**config.mk**
```make
export PLATFORM = sky130hd
export DESIGN_NAME = puf_run_scheduler
export DESIGN_NICKNAME = d
export VERILOG_FILES = /design/src/rtl/puf_run_scheduler.sv
export SDC_FILE = /design/constraint.sdc
export NUM_CORES = 1
export LEC_CHECK = 0
export ABC_CLOCK_PERIOD_IN_PS = 1800
export CAP_MARGIN = 20
export CORE_AREA = 10 10 308 310
export DETAILED_ROUTE_END_ITERATION = 16
export DIE_AREA = 0 0 318 320
export DONT_BUFFER_PORTS = 1
export SLEW_MARGIN = 20
export SYNTH_ARGS = -nofsm -noshare
export SYNTH_HDL_FRONTEND = slang
export SYNTH_SLANG_ARGS = --single-unit
```
**constraint.sdc**
```tcl
create_clock -name clk -period 1.8 [get_ports clk]
set_input_delay 0.09 -clock clk [delete_from_list [all_inputs] [get_ports clk]]
set_output_delay 0.09 -clock clk [all_outputs]
set_load 0.02 [all_outputs]
```
**src/rtl/puf_run_scheduler.sv**
```systemverilog
// puf_run_scheduler
//   Repeats engine evaluations of one loaded challenge pair. The first Up/Down
//   responses are captured, and every later run ORs its difference from run 0
//   into per-bit instability masks.
//
// Ports
//   clk, reset (async, active low)
//   startReq/runCount/startAck : host batch request, run count (0 means 1), accept pulse
//   busy/done/timeoutErr       : batch in progress, end-of-batch pulse, sticky watchdog flag
//   exStart/exDone             : engine handshake
//   responseUp/responseDown    : engine responses, valid while exDone is high
//   firstUp/firstDown          : run-0 responses
//   flipUp/flipDown            : instability masks
//   runsCompleted              : runs captured in the current or last batch
module puf_run_scheduler #(
    parameter int RUN_COUNT_WIDTH = 16,
    parameter int SETTLE_CYCLES   = 4,
    parameter int TIMEOUT_WIDTH   = 24
) (
    input  logic                       clk,
    input  logic                       reset,
    input  logic                       startReq,
    input  logic [RUN_COUNT_WIDTH-1:0] runCount,
    output logic                       startAck,
    output logic                       busy,
    output logic                       done,
    output logic                       timeoutErr,
    output logic                       exStart,
    input  logic                       exDone,
    input  logic [127:0]               responseUp,
    input  logic [127:0]               responseDown,
    output logic [127:0]               firstUp,
    output logic [127:0]               firstDown,
    output logic [127:0]               flipUp,
    output logic [127:0]               flipDown,
    output logic [RUN_COUNT_WIDTH-1:0] runsCompleted
);

    localparam int SETTLE_W = (SETTLE_CYCLES < 2) ? 1 : $clog2(SETTLE_CYCLES + 1);

    typedef enum logic [2:0] {
        IDLE,
        START,
        WAIT_DONE,
        WAIT_CLEAR,
        SETTLE,
        FINISH
    } state_t;

    state_t                     state;
    state_t                     stateNext;
    logic [RUN_COUNT_WIDTH-1:0] target;
    logic [TIMEOUT_WIDTH-1:0]   wdog;
    logic [SETTLE_W-1:0]        settleCnt;

    logic accept;
    logic launch;
    logic capture;
    logic expire;
    logic loadSettle;
    logic wdogHit;

    always_ff @(posedge clk or negedge reset) begin
        if (!reset) begin
            state <= IDLE;
        end else begin
            state <= stateNext;
        end
    end

    always_comb begin
        stateNext  = state;
        accept     = 1'b0;
        launch     = 1'b0;
        capture    = 1'b0;
        expire     = 1'b0;
        loadSettle = 1'b0;
        wdogHit    = (wdog == '1);
        case (state)
            IDLE: begin
                if (startReq) begin
                    accept    = 1'b1;
                    stateNext = START;
                end
            end
            START: begin
                launch    = 1'b1;
                stateNext = WAIT_DONE;
            end
            WAIT_DONE: begin
                // A response already present on entry counts as progress and
                // wins over a simultaneous watchdog expiry.
                if (exDone) begin
                    capture   = 1'b1;
                    stateNext = WAIT_CLEAR;
                end else if (wdogHit) begin
                    expire    = 1'b1;
                    stateNext = FINISH;
                end
            end
            WAIT_CLEAR: begin
                if (!exDone) begin
                    if (runsCompleted == target) begin
                        stateNext = FINISH;
                    end else if (SETTLE_CYCLES == 0) begin
                        stateNext = START;
                    end else begin
                        loadSettle = 1'b1;
                        stateNext  = SETTLE;
                    end
                end else if (wdogHit) begin
                    expire    = 1'b1;
                    stateNext = FINISH;
                end
            end
            SETTLE: begin
                if (settleCnt <= SETTLE_W'(1)) begin
                    stateNext = START;
                end
            end
            FINISH: begin
                stateNext = IDLE;
            end
            default: begin
                stateNext = IDLE;
            end
        endcase
    end

    always_ff @(posedge clk or negedge reset) begin
        if (!reset) begin
            startAck      <= 1'b0;
            busy          <= 1'b0;
            done          <= 1'b0;
            timeoutErr    <= 1'b0;
            exStart       <= 1'b0;
            firstUp       <= '0;
            firstDown     <= '0;
            flipUp        <= '0;
            flipDown      <= '0;
            runsCompleted <= '0;
            target        <= '0;
            wdog          <= '0;
            settleCnt     <= '0;
        end else begin
            startAck <= accept;
            done     <= (state == FINISH);

            if (accept) begin
                target        <= (runCount == '0) ? RUN_COUNT_WIDTH'(1) : runCount;
                runsCompleted <= '0;
                flipUp        <= '0;
                flipDown      <= '0;
                timeoutErr    <= 1'b0;
                busy          <= 1'b1;
            end

            if (state == FINISH) begin
                busy <= 1'b0;
            end

            if (launch) begin
                exStart <= 1'b1;
                wdog    <= '0;
            end

            if (capture) begin
                if (runsCompleted == '0) begin
                    firstUp   <= responseUp;
                    firstDown <= responseDown;
                end else begin
                    flipUp   <= flipUp | (responseUp ^ firstUp);
                    flipDown <= flipDown | (responseDown ^ firstDown);
                end
                runsCompleted <= runsCompleted + RUN_COUNT_WIDTH'(1);
                exStart       <= 1'b0;
                wdog          <= '0;
            end else if (expire) begin
                timeoutErr <= 1'b1;
                exStart    <= 1'b0;
            end else if (state == WAIT_DONE || state == WAIT_CLEAR) begin
                wdog <= wdog + TIMEOUT_WIDTH'(1);
            end

            if (loadSettle) begin
                settleCnt <= SETTLE_W'(SETTLE_CYCLES);
            end else if (state == SETTLE) begin
                settleCnt <= settleCnt - SETTLE_W'(1);
            end
        end
    end

endmodule

```
## Word-level counts from Yosys, hierarchy flattened

Cells that the tools add are included.

- Bitwise logic cells: 4
- Reductions and logical operators: 10
- Eq/ne operators: 9
- Mux-type cells: 42
- $add $sub $neg: 3
- $lt $le $gt $ge: 1

Operators with widths:

| operator | count |
|---|---|
| 2-to-1 mux 128 bit | 6 |
| OR 128 bit | 2 |
| bitwise XOR 128 bit | 2 |
| 2-to-1 mux 24 bit | 4 |
| 2-to-1 mux 16 bit | 3 |
| logical NOT 16 bit | 2 |
| adder 24 x 1 -> 24 bit (second input constant) | 1 |
| equality test 24 bit (second input constant) | 1 |
| 2-to-1 mux 3 bit | 7 |
| 2-to-1 mux 1 bit | 20 |
| adder 16 x 1 -> 16 bit (second input constant) | 1 |
| equality test 16 bit | 1 |
| case mux 3 bit (5 select lines) | 1 |
| equality test 3 x 2 -> 1 bit (second input constant) | 2 |
| equality test 3 bit (second input constant) | 2 |
| nonzero test 2 bit | 3 |
| inequality test 2 bit (second input constant) | 2 |
| AND reduction 2 bit | 2 |
| equality test 3 x 1 -> 1 bit (second input constant) | 1 |
| <= comparator 3 x 1 -> 1 bit (second input constant) | 1 |
| logical NOT 3 bit | 1 |
| nonzero test 3 bit | 1 |
| subtractor 3 x 1 -> 3 bit (second input constant) | 1 |
| case mux 1 bit (2 select lines) | 1 |
| logical OR 1 bit | 1 |

- Output and inout bits: 533
- Register bits: 579
- Word-level logic and storage cells: 83

## Depth between registers and ports, before layout

Gate-level depths: netlist (run 1).

- Depth after elaboration: 6
- Gate-level depth with buffers: 10
- Mapped depth without buffers: 7

## Worst setup path before layout (run 1)

No wires, ideal clock.

- Kind: register -> register
- Start: register runsCompleted[0]
- End: register firstDown[100]
- Arrival: 1,919 ps
- Slack: -247 ps
- Buffers on the path: 2
- Stages on the path, launching flop included: 9
- Clock period less this slack: 2,047 ps
- Data required time: 1,672 ps
- Setup time: 128 ps
- Cells stage by stage: dfrtp_1 -> inv_1 -> ha_1 -> nor4b_1 -> nand4_1 -> nor2_1 -> buf_2 -> buf_4 -> mux2_1

- Cells in the longest elaborated chain, start to end: 2

RTL lines:

| item | RTL line | text |
|---|---|---|
| start: declaration | 36 | `output logic [RUN_COUNT_WIDTH-1:0] runsCompleted` |
| start signal: assignment | 175 | `runsCompleted <= runsCompleted + RUN_COUNT_WIDTH'(1);` |
| logical NOT 16 bit | 168 | `if (runsCompleted == '0) begin` |
| AND reduction 2 bit (no line) | -- |  |
| end signal: assignment | 170 | `firstDown <= responseDown;` |
| end: declaration | 33 | `output logic [127:0] firstDown,` |

Every way passes these cells.
A chain may end at the register's enable or synchronous reset.

## Worst setup path after layout (run 1)

- Start: register runsCompleted[1]
- End: register firstDown[66]

The elaborated chain is that of the path after synthesis.

==> results of run 1 <==
per-stage QoR:
step                cells  hold slack (ns)
CTS                  3611           -0.859
global route         3674           -0.865
floorplan            2025           -0.206
detailed placement   3221           -0.186
global placement     3221           -0.187
finish               3675           -0.812
worst paths after layout:
kind                                              start                   endpoint  slack, ns  cells past startpoint
max                        runsCompleted[1]$_DFFE_PN0P_  firstDown[66]$_DFFE_PN0P_      -0.36                      9
min                                               reset  firstDown[73]$_DFFE_PN0P_      -0.81                      0
max reg2reg                runsCompleted[1]$_DFFE_PN0P_  firstDown[66]$_DFFE_PN0P_      -0.36                      9
min reg2reg                      target[15]$_DFFE_PN0P_     target[15]$_DFFE_PN0P_       0.50                      2
max in group asynchronous                         reset   firstUp[103]$_DFFE_PN0P_       1.36                      0
min in group clk                                 exDone         wdog[17]$_DFF_PN0_       0.07                      3
power by group through the flow:
stage / registers, mW / logic (mW) / clock network [mW]
after global routing: 32.1 / 20.5 / 14.9
after floorplan: 28.3 / 10.2 / 0
after global placement: 31.2 / 12.7 / 0
final: 31.3 / 19.0 / 14.0
after CTS: 31.1 / 14.2 / 14.3
after detailed placement: 31.3 / 13.3 / 0
registers in the layout, indices dropped and copies added (netlist names):
signal	count
done	1
flipUp	128
target	16
wdog	24
startAck	1
timeoutErr	1
flipDown	128
busy	1
firstUp	128
state	3
firstDown	128
runsCompleted	16
exStart	1
settleCnt	3
routing by layer:
layer / vias up / track usage (%)
met2: 765 / 25.8
li1: 7731 / -
met5: - / 0
met4: 6 / 5.84
met3: 138 / 7.69
met1: 9058 / 15.1
logic make-up after synthesis:
group                      after synthesis  synth area share (%)
and+or+nand+nor                        457                  8.31
buffers and inverters                  117                  2.44
AOI/OAI and AO/OA                      322                  6.96
DFF                                    579                  59.7
adders and majority gates                5                 0.258
xor gates and xnor gates               281                  10.1
muxes                                  264                  12.2
placed cells by master (no fill, tap or decap), types with 25 or more instances in the layout:
| master | n |
|---|---|
| buf_12 | 29 |
| mux2_4 | 161 |
| dlygate4sd3_1 | 277 |
| nor2_1 | 275 |
| buf_8 | 25 |
| mux2_1 | 92 |
| dfrtp_1 | 575 |
| nand2_1 | 78 |
| clkbuf_16 | 92 |
| a21oi_2 | 110 |
| a21oi_1 | 139 |
| buf_4 | 90 |
| xor2_1 | 258 |
layout make-up:
cell class	instances	share of cell area, %
Tap cell	1165	4.25
Clock buffer	99	5.89
Clock inverter	15	0.715
Multi-Input combinational cell	1329	30.9
Inverter	11	0.197
Sequential cell	579	42.3
Antenna cell	10	0.0730
Timing Repair Buffer	466	15.7
Timing Repair inverter	1	0.0255
repair_timing:
| action | 4_1_cts | 5_1_grt |
|---|---|---|
| cloned | 0 | 29 |
| hold endpoints to repair | 1118 | 581 |
| buffers inserted | 0 | 25 |
| hold buffers | 276 | 1 |
| resized for setup | 13 | 332 |
| pin swaps | 1 | 16 |
| setup endpoints to repair | 501 | 563 |
==> metrics, run 1 <==
status=finished, violations left; failing checks=negative hold slack, max-slew violations, negative setup slack; post-route ant nets=0; Post-Syn Instances=just over 2000; fillers=8058; Die Wd=around 320 microns; internal power=37.2 mW; unrepaired setup endpoints after global routing=true; post-synthesis register bit count=579; row count=around 110; Slowest-stage cell, CP=dfrtp_2; CP peak stage delay=0.40 ns; Core Area=0.0882 sq mm; worst vdd ir=around 1.2 mV; largest net degree at the start of global routing=580; crit path cell chain=inv_2, ha_4, nor4b_4, nand4_1, nor2_4, buf_12, buf_12, clkbuf_16, mux2_4; Design Area, Final=between 0.03 and 0.04 sq mm; synthesized area=approximately 0.024 sq mm; WP data arrival=2.63 ns; Multi-input gate area=between 0.01 and 0.015 sq mm; share of cells above drive strength 1=25.0%; routability congestion estimate=0.826; Yosys top cell by area=dfrtp_1; async set-reset flop share out of synthesis=100%; Net Sw Frac=a little over two fifths; first-pass GRT wire length=between 100000 and 150000 microns; CTS tree=done; CP Class=reg2reg; htree depth=3; LEAKAGE=around 16 nW; Met2 Wirelength=44900 microns; Ys Warns=0; largest cells by area after synthesis=dfrtp_1 60%, mux2_1 11%, xor2_1 9.3%; Wirelength per Cell=around 24 microns; die area=0.102 sq mm; endpoints failing setup=~510; CP top delay family=buffers and inverters; most frequent cell after synthesis=dfrtp_1; DRC viols=0; Rel. slew slack=-3.11%; Hold Fails Final Rpt=~580; Seq pwr share=between 40% and 50%; max-slew violations=between 50 and 60; power share of the clock group=a little over a fifth; vias in the first global route=approximately 18000; Initial Util=~28%; switching power=approximately 27 mW; Tightest Pin Transition=approximately 1.5 ns; DR top layer=met5; worst setup margin=-0.356 ns; initial antenna violation count=13; Post-synth EDFFs=0; post-route clock period utilization=120%; Max FO, Critical Path=8; CP Data Required Time=between 2 and 2.5 ns; Ports=approximately 800; met3 routed WL=between 9000 and 10000 microns; Placement Cell Area=0.0268 sq mm; HPWL Detailed=between 50000 and 60000 microns; Clock Tree Root=clkbuf_16; path type of the worst min-delay path=in2async; syn_area_per_cell=~12 sq um; Area Growth Syn to Fin=41.2%; post-synthesis sequential area ratio=between 50% and 60%; minimum clock period=about 2.2 ns; Synth Flop Type=dfrtp_1; via count=17700; Max Cap Viol=0; CTS buffer count=between 60 and 70; total track usage=roughly 15%; syn_nets=2306; input/output buffers=0; Max Buffers Root-to-Sink=3; Clock transition at path regs=approximately 0.060 ns; clk_lat worst skew=~0.61 ns; pre-CTS setup slack=-0.350 ns; clk sinks=579; worst hold slack=-0.812 ns; Via density=roughly 4.8; Tot Pwr=around 64 mW; fmax=~460 MHz; Die Y=roughly 320 microns; Clock Skew=0.0188 ns; crit path launch type=flop; post-synth top area share=about three fifths; P per Cell Area=1870 mW/mm^2; Gate power share=between 20 and 30%; register area=about 0.014 sq mm; grt total ovfl=0; drt pass-1 iters=7; cell mode on critical path=buf_12; synth cell count leaders=579 x dfrtp_1, 280 x nor2_1, 270 x a21oi_1; Crit path buffers/inverters=4; setup TNS=-117.53 ns; Initial DRC Count=about 1300; fin util=38.9%; Layout Nets=2735; total length of routed wires=~89000 microns; crit end category=flop; Yosys cell types=59; Met1 Routed Length=31200 microns
Note: power is estimated with default switching activity, not from simulation.
==> run 2, diff against run 1 <==
SETUP_SLACK_MARGIN = 0.15   (was not set)
==> metrics, run 2 (synthesized netlist as in run 1, its figures left out) <==
worst hold slack=-0.812 ns (+0.000657 ns); htree depth=3 (unchanged); clk_lat worst skew=0.61 ns (about the same); via count=18000 (+1.6%); cell mode on critical path=buf_12; initial antenna violation count=1 (-12); share of cells above drive strength 1=31.2% (+6.2 points); unrepaired setup endpoints after global routing=true; largest net degree at the start of global routing=580 (unchanged); Area Growth Syn to Fin=43.6%; crit end category=flop; CP Class=reg2reg; DRC viols=0 (unchanged); CP peak stage delay=0.41 ns (about the same); WP data arrival=2.75 ns (+0.12 ns); max-slew violations=0 (-100%); Placement Cell Area=0.0270 sq mm (+0.97%); internal power=38.2 mW (+2.7%); HPWL Detailed=59100 microns (-0.26%); setup TNS=-179.34 ns (-61.81 ns); Max Cap Viol=0 (unchanged); routability congestion estimate=0.850 (+2.9%); CTS tree=done; Ports=809 (unchanged); fillers=7984 (-0.92%); CP Data Required Time=2.28 ns (about the same); Clock transition at path regs=0.06 ns (about the same); Core Area=0.0882 sq mm (unchanged); fmax=441 MHz (-5.0%); worst vdd ir=1.14 mV (-6.9%); worst setup margin=-0.469 ns (-0.113 ns); P per Cell Area=1890 mW/mm^2 (+0.97%); input/output buffers=0 (unchanged); Max Buffers Root-to-Sink=3 (unchanged); path type of the worst min-delay path=in2async; grt total ovfl=0 (unchanged); most common cell after layout, fill and taps aside=dfrtp_1; crit path cell chain=inv_2, ha_4, nor4b_4, nand4_1, nor2_4, buf_12, buf_16, buf_12, clkbuf_16, mux2_4; Most Crowded Layer GR=met2; Gate power share=31.4% (+1.8 points); Die Y=320 microns (unchanged); Slowest-stage cell, CP=dfrtp_2; power share of the clock group=20.8% (-1.0 points); Tot Pwr=66.0 mW (+2.7%); failing checks=negative hold slack, negative setup slack; Rel. slew slack=6.23% (+9.3 points); total track usage=16.4% (+1.4 points); post-route clock period utilization=126% (+6.3 points); first-pass GRT wire length=130000 microns (+8.6%); met2 Use GR=28.8% (+3.0 points); vias in the first global route=19300 (+5.5%); row count=109 (unchanged); Die Wd=318 microns (unchanged); total length of routed wires=88900 microns (+0.44%); Clock Skew=0.0205 ns (+0.00171 ns); Seq pwr share=47.8% (-0.9 points); Wirelength per Cell=24.2 microns (+0.55%); switching power=27.8 mW (+2.7%); Via density=4.90 (+1.7%); post-route ant nets=0 (unchanged); drt pass-1 iters=6 (-1); most frequent cells in the layout=575 x dfrtp_1, 275 x nor2_1, 275 x dlygate4sd3_1; CTS buffer count=66 (unchanged); die area=0.102 sq mm (unchanged); Net Sw Frac=42.1% (about the same); crit path launch type=flop; Tightest Pin Transition=1.41 ns (-0.140 ns); endpoints failing setup=535 (+4.1%); Design Area, Final=0.0349 sq mm (+1.7%); Initial DRC Count=1260 (-1.1%); Hold Fails Final Rpt=579 (unchanged); Layout Nets=2741 (+0.22%); status=finished, violations left; GR met1 Demand/Resource=17.4% (+2.3 points); Clock Tree Root=clkbuf_16; LEAKAGE=15.8 nW (+1.6%); Max FO, Critical Path=7 (-1); pre-CTS setup slack=-0.400 ns (-0.0500 ns); Initial Util=27.5% (unchanged); minimum clock period=2.27 ns (+0.113 ns); clk sinks=579 (unchanged); GR Util met3=6.43% (-1.3 points)
==> run 2: cell types whose count changed in the layout (fill, tap and decap cells not counted), sizes merged, moves of 2 or more <==
| cell | before | now |
|---|---|---|
| dlygate4sd3 | 277 | 275 |
| diode | 10 | 2 |
| clkbuf | 122 | 105 |
| buf | 166 | 193 |
| bufinv | 6 | 3 |
==> run 2: critical path, delay by kind of cell (launching register included) <==
kind | cells | cell delay, ns
mux | 1 | 0.30
buf+inv | 5 | 0.74
flops | 1 | 0.41
fa+ha+maj | 1 | 0.12
simple gates | 3 | 0.52
==> run 2: power groups by stage <==
| stage | registers (mW) | clock network (mW) | logic, mW |
|---|---|---|---|
| 2_1_floorplan | 28.4 | 0 | 10.5 |
| 3_3_place_gp | 31.2 | 0 | 13.1 |
| 3_5_place_dp | 31.4 | 0 | 13.8 |
| 4_1_cts | 31.4 | 14.1 | 18.3 |
| 5_1_grt | 32.2 | 14.6 | 22.3 |
| 6_report | 31.5 | 13.7 | 20.7 |
==> run 2: area by class of cell <==
cell class,count,area (sq um),area share [%]
clock buffer,100,2090,5.99
timing repair buffer,473,5560,16.0
inverter,11,48.8,0.140
tap,1165,1460,4.18
clock inverter,12,144,0.413
sequential,579,14500,41.6
antenna,2,5.00,0.0144
multi-input combinational,1329,11100,31.7
==> run 2: final timing paths <==
check                                             start                           end  slack [ns]  cells after the start
setup / recovery           runsCompleted[0]$_DFFE_PN0P_     firstDown[75]$_DFFE_PN0P_       -0.47                     10
hold / removal                                    reset     firstDown[73]$_DFFE_PN0P_       -0.81                      0
setup reg to reg           runsCompleted[0]$_DFFE_PN0P_     firstDown[75]$_DFFE_PN0P_       -0.47                     10
hold reg to reg                  target[15]$_DFFE_PN0P_        target[15]$_DFFE_PN0P_        0.50                      2
max in group asynchronous                         reset  runsCompleted[1]$_DFFE_PN0P_        1.48                      0
min in group clk                                 exDone  runsCompleted[2]$_DFFE_PN0P_        0.03                      3
==> run 2: repair_timing <==
action / 4_1_cts / 5_1_grt
pin swaps: 4 / 0
gates resized for setup: 260 / 211
hold buffers: 274 / 1
hold endpoints to repair: 1116 / 582
gates cloned: 20 / 5
setup endpoints to repair: 566 / 575
setup buffers: 29 / 1
==> run 2: per-layer routing <==
metal,vias to the layer above,part of all wire (%)
li1,7749,-
met3,182,9.1
met1,9266,36
met2,779,51
met4,0,3.6
met5,-,0
==> run 2: stage by stage <==
stage / instances / util (%)
after global routing: 3670 / 39.5
final: 3671 / 39.5
after floorplan: 2025 / -
after detailed placement: 3227 / 30.7
after global placement: 3227 / 30.7
after CTS: 3662 / 38.4
